File: config.mk
export PLATFORM = sky130hd
export DESIGN_NAME = mult_unit_flat
export DESIGN_NICKNAME = d
export VERILOG_FILES = /design/src/rtl/mult_unit_if.sv /design/src/rtl/mult_unit.sv /design/src/flat_wrapper.sv
export SDC_FILE = /design/constraint.sdc
export NUM_CORES = 1
export LEC_CHECK = 0
export CAP_MARGIN = 20
export CORE_UTILIZATION = 25
export CTS_BUF_LIST = sky130_fd_sc_hd__clkbuf_4
export DETAILED_ROUTE_END_ITERATION = 6
export PLACE_DENSITY = 0.38
export SYNTH_ARGS = -nofsm -noshare
export SYNTH_HDL_FRONTEND = slang
export SYNTH_SLANG_ARGS = --single-unit
File: constraint.sdc
create_clock -name i_clk -period 21.5 [get_ports i_clk]
set_input_delay 4.3 -clock i_clk [delete_from_list [all_inputs] [get_ports i_clk]]
set_output_delay 4.3 -clock i_clk [all_outputs]
set_load 0.03 [all_outputs]
File: src/rtl/mult_unit_if.sv
// Issue/completion bundle between the EX stage, the multiplier and the
// forwarding unit. HI/LO and the completion tag come back on the same bundle.
interface mult_unit_if #(
  parameter int WIDTH = 32
);
  logic             start;
  logic             is_signed;
  logic [WIDTH-1:0] rs_data;
  logic [WIDTH-1:0] rt_data;
  logic [4:0]       rd;
  logic             flush;
  logic             busy;
  logic             mult_ready;
  logic [4:0]       mult_rd;
  logic [WIDTH-1:0] hi;
  logic [WIDTH-1:0] lo;

  modport master (
    output start, is_signed, rs_data, rt_data, rd, flush,
    input  busy, mult_ready, mult_rd, hi, lo
  );

  modport slave (
    input  start, is_signed, rs_data, rt_data, rd, flush,
    output busy, mult_ready, mult_rd, hi, lo
  );
endinterface

File: src/rtl/mult_unit.sv
// Iterative MULT/MULTU unit owning HI/LO: one 8-bit multiplier slice per
// cycle, fixed 4-cycle latency, sign restored on write-back.
module mult_unit #(
  parameter int WIDTH = 32,
  parameter int STEP  = 8
) (
  input  logic      i_clk,
  input  logic      i_rst,
  mult_unit_if.slave bus
);
  localparam int PW = 2 * WIDTH;

  typedef enum logic {IDLE, RUN} state_t;

  state_t           state, state_nxt;
  logic [1:0]       cnt;
  logic [WIDTH-1:0] mcand, mplier;
  logic             neg;
  logic [4:0]       rd_q, mult_rd_q;
  logic [PW-1:0]    acc, partial, sum;
  logic [WIDTH-1:0] hi_q, lo_q;
  logic             ready_q;
  logic [STEP-1:0]  slice;
  logic [31:0]      shamt;
  logic             accept, finish;

  function automatic logic [WIDTH-1:0] magnitude(input logic signed [WIDTH-1:0] v,
                                                 input logic take);
    // 0x8000_0000 maps to 2^31, which still fits as an unsigned value
    return (take && v[WIDTH-1]) ? WIDTH'(-v) : WIDTH'(v);
  endfunction

  function automatic logic [PW-1:0] apply_sign(input logic [PW-1:0] v, input logic n);
    return n ? (~v + PW'(1)) : v;
  endfunction

  always_comb begin
    shamt   = 32'(cnt) * 32'(STEP);
    slice   = STEP'(mplier >> shamt);
    partial = ({{WIDTH{1'b0}}, mcand} * {{(PW-STEP){1'b0}}, slice}) << shamt;
    sum     = acc + partial;
    accept  = (state == IDLE) && bus.start && !bus.flush;
    finish  = (state == RUN) && (cnt == 2'd3) && !bus.flush;
  end

  always_ff @(posedge i_clk or posedge i_rst) begin
    if (i_rst) state <= IDLE;
    else       state <= state_nxt;
  end

  always_comb begin
    state_nxt = state;
    case (state)
      IDLE:    if (accept) state_nxt = RUN;
      RUN:     if (bus.flush || cnt == 2'd3) state_nxt = IDLE;
      default: state_nxt = IDLE;
    endcase
  end

  always_ff @(posedge i_clk or posedge i_rst) begin
    if (i_rst) begin
      cnt       <= '0;
      mcand     <= '0;
      mplier    <= '0;
      neg       <= 1'b0;
      rd_q      <= '0;
      mult_rd_q <= '0;
      acc       <= '0;
      hi_q      <= '0;
      lo_q      <= '0;
      ready_q   <= 1'b0;
    end else begin
      ready_q <= 1'b0;
      if (accept) begin
        mcand  <= magnitude(bus.rs_data, bus.is_signed);
        mplier <= magnitude(bus.rt_data, bus.is_signed);
        neg    <= bus.is_signed & (bus.rs_data[WIDTH-1] ^ bus.rt_data[WIDTH-1]);
        rd_q   <= bus.rd;
        acc    <= '0;
        cnt    <= '0;
      end else if (state == RUN) begin
        acc <= sum;
        cnt <= cnt + 2'd1;
        // Completion edge: a flush here suppresses both the write and the pulse
        if (finish) begin
          {hi_q, lo_q} <= apply_sign(sum, neg);
          ready_q      <= 1'b1;
          mult_rd_q    <= rd_q;
        end
      end
    end
  end

  assign bus.busy       = (state == RUN);
  assign bus.mult_ready = ready_q;
  assign bus.mult_rd    = mult_rd_q;
  assign bus.hi         = hi_q;
  assign bus.lo         = lo_q;
endmodule

File: src/flat_wrapper.sv
// flat-port wrapper written by rule: the top's interface ports become plain ports
module mult_unit_flat 
#(
  parameter int WIDTH = 32,
  parameter int STEP  = 8
)
  (i_clk, i_rst, bus_start, bus_is_signed, bus_rs_data, bus_rt_data, bus_rd, bus_flush, bus_busy, bus_mult_ready, bus_mult_rd, bus_hi, bus_lo);
  mult_unit_if #(.WIDTH(WIDTH)) bus_i ();
  input  logic i_clk;
  input  logic i_rst;
  input wire logic [$bits(bus_i.start)-1:0] bus_start;
  input wire logic [$bits(bus_i.is_signed)-1:0] bus_is_signed;
  input wire logic [$bits(bus_i.rs_data)-1:0] bus_rs_data;
  input wire logic [$bits(bus_i.rt_data)-1:0] bus_rt_data;
  input wire logic [$bits(bus_i.rd)-1:0] bus_rd;
  input wire logic [$bits(bus_i.flush)-1:0] bus_flush;
  output wire logic [$bits(bus_i.busy)-1:0] bus_busy;
  output wire logic [$bits(bus_i.mult_ready)-1:0] bus_mult_ready;
  output wire logic [$bits(bus_i.mult_rd)-1:0] bus_mult_rd;
  output wire logic [$bits(bus_i.hi)-1:0] bus_hi;
  output wire logic [$bits(bus_i.lo)-1:0] bus_lo;
  assign bus_i.start = bus_start;
  assign bus_i.is_signed = bus_is_signed;
  assign bus_i.rs_data = bus_rs_data;
  assign bus_i.rt_data = bus_rt_data;
  assign bus_i.rd = bus_rd;
  assign bus_i.flush = bus_flush;
  assign bus_busy = bus_i.busy;
  assign bus_mult_ready = bus_i.mult_ready;
  assign bus_mult_rd = bus_i.mult_rd;
  assign bus_hi = bus_i.hi;
  assign bus_lo = bus_i.lo;
  mult_unit #(.WIDTH(WIDTH), .STEP(STEP)) u_core (.i_clk(i_clk), .i_rst(i_rst), .bus(bus_i));
endmodule
==> results of run 1 <==
placed cells by master (no fill, tap or decap), types with 13 or more instances in the layout:
cell type / instances
o21bai_1: 13
nor3_1: 49
a211oi_1: 17
and2_1: 233
nor2_1: 141
o21a_1: 17
o31ai_1: 31
mux2i_1: 46
clkdlybuf4s50_1: 144
ha_1: 127
and3_1: 18
a21oi_1: 136
inv_1: 247
clkbuf_4: 91
xnor2_1: 101
o211ai_1: 13
xor2_1: 94
o21ai_1: 22
a21o_1: 33
buf_4: 17
nand2_1: 495
dfrtp_1: 204
nand3_1: 46
a31oi_1: 16
nand4_1: 31
o21ai_0: 275
fa_1: 181
logic make-up (layout without fill, tap and decap cells):
kind of cell / Yosys count / in the layout / synth area share
AOI/OAI and AO/OA: 681 / 681 / 0.1776
xor gates and xnor gates: 195 / 195 / 0.07126
other: 0 / 3 / 0
adders and majority gates: 308 / 308 / 0.2175
DFF: 207 / 207 / 0.2161
muxes: 59 / 59 / 0.02908
and+or+nand+nor: 1112 / 1112 / 0.2257
buffers and inverters: 393 / 519 / 0.06270
worst max-delay path by stage:
stage                        startpoint                end  slack (ns)  depth (start not counted)
final                     u_core.cnt[0]  u_core.bus.hi[30]        9.04                         35
after floorplan           u_core.cnt[0]  u_core.bus.hi[30]       10.81                         37
after global routing      u_core.cnt[0]  u_core.bus.hi[30]        8.05                         35
after detailed placement  u_core.cnt[0]  u_core.bus.hi[30]        9.03                         35
after CTS                 u_core.cnt[0]  u_core.bus.hi[30]        9.04                         35
after global placement    u_core.cnt[0]  u_core.bus.hi[30]        9.10                         35
state kept, by name (all words and copies together), names as in the netlist, 2 cells and up:
signal,cells
u_core.cnt,2
u_core.bus.hi,32
u_core.mcand,32
u_core.bus.mult_rd,5
u_core.bus.lo,32
u_core.rd_q,5
u_core.acc,64
u_core.mplier,32
worst max-delay path, delay by kind of cell, from the launching register on:
family	cells	cell delay (ns)
compound gates	15	4.74
xor+xnor	3	0.80
fa+ha+maj	6	2.85
buf+inv	3	0.52
flops	1	0.48
mux	1	0.89
simple gates	7	2.04
area by class of cell:
class                           count  share of cell area
Antenna cell                        3           0.0002746
Sequential cell                   207              0.1897
Clock buffer                       91             0.02499
Multi-Input combinational cell   2355              0.6326
Timing Repair Buffer              161             0.05740
Tap cell                         1265             0.05790
Inverter                          249             0.03447
Clock inverter                     18            0.002655
per-layer routing:
| layer | global-route usage | up-vias | part of all wire |
|---|---|---|---|
| met4 | 0.05570 | 0 | 0.030 |
| met3 | 0.02183 | 113 | 0.037 |
| met1 | 0.2228 | 10300 | 0.45 |
| met5 | 0 | - | 0 |
| met2 | 0.2876 | 420 | 0.49 |
| li1 | - | 10180 | - |
per-stage QoR:
step                      setup slack, ns    util  area [sq um]  hold slack, ns  instances
after global placement              9.104  0.2797         26570          0.4508       4237
after floorplan                     10.81       -         23970          0.4386       2955
after global routing                8.054  0.2877         27330          0.4998       4348
after CTS                           9.045  0.2876         27330          0.4665       4346
after detailed placement            9.030  0.2797         26570          0.4548       4237
final                               9.038  0.2877         27340          0.4661       4349
==> impl_metrics.toml, run 1 <==
[run_status]
status = "completed"

[critical_path]
crit_fanout = 32
worstReg2RegEnd = "u_core.bus.hi[30]"
crit_top_cell = "fa_1"
slowest_delay_ns = 0.89
r2r_slack_ns = 9.04
endpoint_kind = "flop"
startpoint_type = "flop"
r2r-start = "u_core.cnt[0]"
cp.arrival_ns = 13.13
required_ns = 22.17
r2r.worst_path.cells = 35
cpMaxStageDelayCell = "mux4_2"
critPathKind = "reg -> reg"

[synth]
synth_area_sq_um = 23970
synthCells = 2955
async_flop_share = 1.000
ys_seq_area_frac = 0.2161
avgSynthCellArea_sq_um = 8.110
ys_top_cells_by_count = "nand2_1, o21ai_0, inv_1"
yosysMostFrequentCell = "nand2_1"
synth_flop_cell = "dfrtp_1"
yosys.area.top_type = "dfrtp_1"
synth_area_leaders = "dfrtp_1, fa_1, nand2_1"
synth_nets = 3337
synth_seq_cells = 207
synth_cell_type_count = 96
yosys_warnings = 0
synth-edff-count = 0
synth_top_cell_area_share = 0.2161

[place]
routabilityCongestion = 0.9356
portBuffers = 144
dp_hpwl_microns = 65480

[floorplan]
chipWidth_microns = 311.6
coreArea_sq_um = 95010
placementRows = 113
start_util = 0.2522
die_h_microns = 311.6
io_pins = 145
dieArea_sq_um = 97100

[routing]
drc = 0
wl_per_cell_microns = 18.95
ant_nets = 0
detailroute.via_count = 21010
wl_microns = 82430
drtPass1Iterations = 7
via_per_inst = 4.832
drt_iter0_markers = 1382

[clocking]
htree_levels = 3
post-cts-setup-buffers = 0
hold_buffers = 0
cts_tree = "done"
cts.sinks = 207
clock_path_buffers = 3
clk_pin_slew_ns = 0.07
worstSkewPairLatency_ns = 0.84
root_buffer = "clkbuf_4"
cts_buffers = 69
cts_resized = 0

[hold_path]
holdPathEnd = "u_core.bus.mult_rd[1]"
hp-start = "u_core.rd_q[1]"
hp-class = "reg -> reg"
holdPathStages = 2

[timing]
fin_skew_ns = 0.1020
tightest_slew_ns = 0.9841
hold_viol_final = 0
rsz0062_at_grt = "false"
setup_tns_ns = 0
period_minus_slack_ns = 12.46
max_freq_mhz = 80.24
slew_viol_final = 0
slew_headroom = 0.3439
fin_crit_sh = 0.5796
setup_viol = 0

[grt]
grt_pass1_vias = 21700
grt_max_degree = 116
grt-ovfl-total = 0
track_usage = 0.1699
grt_pass1_wl_microns = 129300
antenna_found_initial = 2

[finish]
final_nets = 3425
multi_input_area_sq_um = 17290
fill_cells = 10330
final_layout_size_suffix_gt1_frac = 0.06102
ff_latch_area_sq_um = 5186
synthToLayoutAreaGrowth_pct = 14.06

[run]
cap_viol_max_count = 0
Power of run 1 is not shown: default switching activity piles up to over one toggle a cycle in this logic, so the estimate is an artifact.
==> inputs of run 2 (changes only) <==
==> constraint.sdc (replaced) <==
create_clock -name i_clk -period 12.5 [get_ports i_clk]
set_input_delay 2.5 -clock i_clk [delete_from_list [all_inputs] [get_ports i_clk]]
set_output_delay 2.5 -clock i_clk [all_outputs]
set_load 0.03 [all_outputs]
==> impl_metrics.toml, run 2 (synthesis gave the netlist of run 1 again) <==
[run_status]
status = "completed"

[clocking]
post-cts-setup-buffers = 0
cts.sinks = 207
root_buffer = "clkbuf_4"
cts_tree = "done"
htree_levels = 3
cts_resized = 0
clock_path_buffers = 3
cts_buffers = 70
hold_buffers = 0
worstSkewPairLatency_ns = 0.90
clk_pin_slew_ns = 0.05

[critical_path]
crit_top_cell = "fa_1"
startpoint_type = "flop"
endpoint_kind = "flop"
cp.arrival_ns = 12.20
cpMaxStageDelayCell = "mux4_2"
required_ns = 13.27
critPathKind = "reg -> reg"
crit_fanout = 17
r2r_slack_ns = 1.07
slowest_delay_ns = 0.75

[finish]
multi_input_area_sq_um = 17300
final_layout_size_suffix_gt1_frac = 0.06963
final_nets = 3441
fill_cells = 10260
synthToLayoutAreaGrowth_pct = 15.00
final_cell_mix = "nand2_1, o21ai_0, inv_1"
ff_latch_area_sq_um = 5187
largest_register = "u_core.acc"
final_common_cell = "nand2_1"
largest_reg_flops = 64
fin_util = 0.2901

[floorplan]
placementRows = 113
chipWidth_microns = 311.6
dieArea_sq_um = 97100
start_util = 0.2522
coreArea_sq_um = 95010
io_pins = 145
die_h_microns = 311.6

[timing]
setup_viol = 0
slew_viol_final = 0
rsz0062_at_grt = "false"
max_freq_mhz = 87.52
period_minus_slack_ns = 11.43
tightest_slew_ns = 1.023
setup_tns_ns = 0
hold_viol_final = 0
slew_headroom = 0.3181
fin_skew_ns = 0.09058
fin_crit_sh = 0.9141

[run]
cap_viol_max_count = 0

[routing]
drtPass1Iterations = 5
ant_nets = 0
wl_met3_microns = 3694
wl_microns = 83430
wl_met1_microns = 37280
drt_iter0_markers = 1167
via_per_inst = 4.875
top_layer = "met5"
wl_met2_microns = 40350
wl_per_cell_microns = 19.09
drc = 0
detailroute.via_count = 21310

[place]
routabilityCongestion = 0.8902
dp_hpwl_microns = 66970
portBuffers = 144

[grt]
grt-ovfl-total = 0
track_usage = 0.1723
grt_pass1_wl_microns = 129800
grt_max_degree = 114
antenna_found_initial = 3
grt_pass1_vias = 21780

[hold_path]
hp-class = "reg -> reg"
run 2: cell count changes in the layout (fill, tap and decap cells not counted):
cell / delta
a221oi_2: +1
dfrtp_2: +1
a221oi_1: -1
bufinv_16: +1
clkbuf_4: +13
clkinv_1: -4
a2111oi_2: +1
inv_2: -3
dfrtp_1: -1
buf_4: +15
a2111oi_1: -1
clkinv_2: -1
diode_2: +1
run 2: worst max-delay path, delay by kind of cell (launching register included):
family / cells / cell delay (ns)
and+or+nand+nor: 7 / 2.06
xor gates and xnor gates: 3 / 0.67
adders and majority gates: 6 / 2.86
buffers and inverters: 2 / 0.10
DFF: 1 / 0.52
AOI/OAI and AO/OA: 14 / 4.19
muxes: 2 / 0.94
run 2: final timing paths:
| check | start | endpoint | cells after the start |
|---|---|---|---|
| min | u_core.rd_q[1] | u_core.bus.mult_rd[1] | 2 |
| max reg2reg | u_core.cnt[0] | u_core.bus.hi[30] | 34 |
| min in group asynchronous | i_rst | u_core.bus.lo[3] | 2 |
| max | u_core.cnt[0] | u_core.bus.hi[30] | 34 |
| min reg2reg | u_core.rd_q[1] | u_core.bus.mult_rd[1] | 2 |
| max in group asynchronous | i_rst | u_core.bus.busy | 3 |
run 2: routing by layer:
layer,track usage,vias up
met5,0,-
met1,0.2250,10510
met4,0.05336,2
met2,0.2879,455
met3,0.03041,113
li1,-,10220
run 2: per-stage QoR:
stage / cells / cell area, sq um / hold WS, ns / setup WS (ns)
floorplan: 2955 / 23970 / 0.4386 / 1.815
global placement: 4252 / 26690 / 0.4491 / 0.7325
detailed placement: 4252 / 26690 / 0.4633 / 0.4933
CTS: 4367 / 27540 / 0.4623 / 0.5449
global route: 4371 / 27560 / 0.4729 / 0.1406
finish: 4371 / 27560 / 0.4604 / 1.074
run 2: cell type report:
class                           instances  share of cell area
Clock inverter                         11            0.002588
Timing Repair Buffer                  176             0.06102
Clock buffer                          104             0.02833
Multi-Input combinational cell       2355              0.6279
Tap cell                             1265             0.05743
Inverter                              249             0.03419
Sequential cell                       207              0.1882
Antenna cell                            4           0.0003632
Power of run 2 is left out for the same reason.
==> inputs of run 3 (changes only) <==
==> constraint.sdc (replaced) <==
create_clock -name i_clk -period 12.5 [get_ports i_clk]
set_input_delay 1.875 -clock i_clk [delete_from_list [all_inputs] [get_ports i_clk]]
set_output_delay 1.875 -clock i_clk [all_outputs]
set_load 0.03 [all_outputs]
==> results of run 3 <==
Same layout as run 2 (identical final DEF). Status: completed.
Power of run 3 is left out for the same reason.
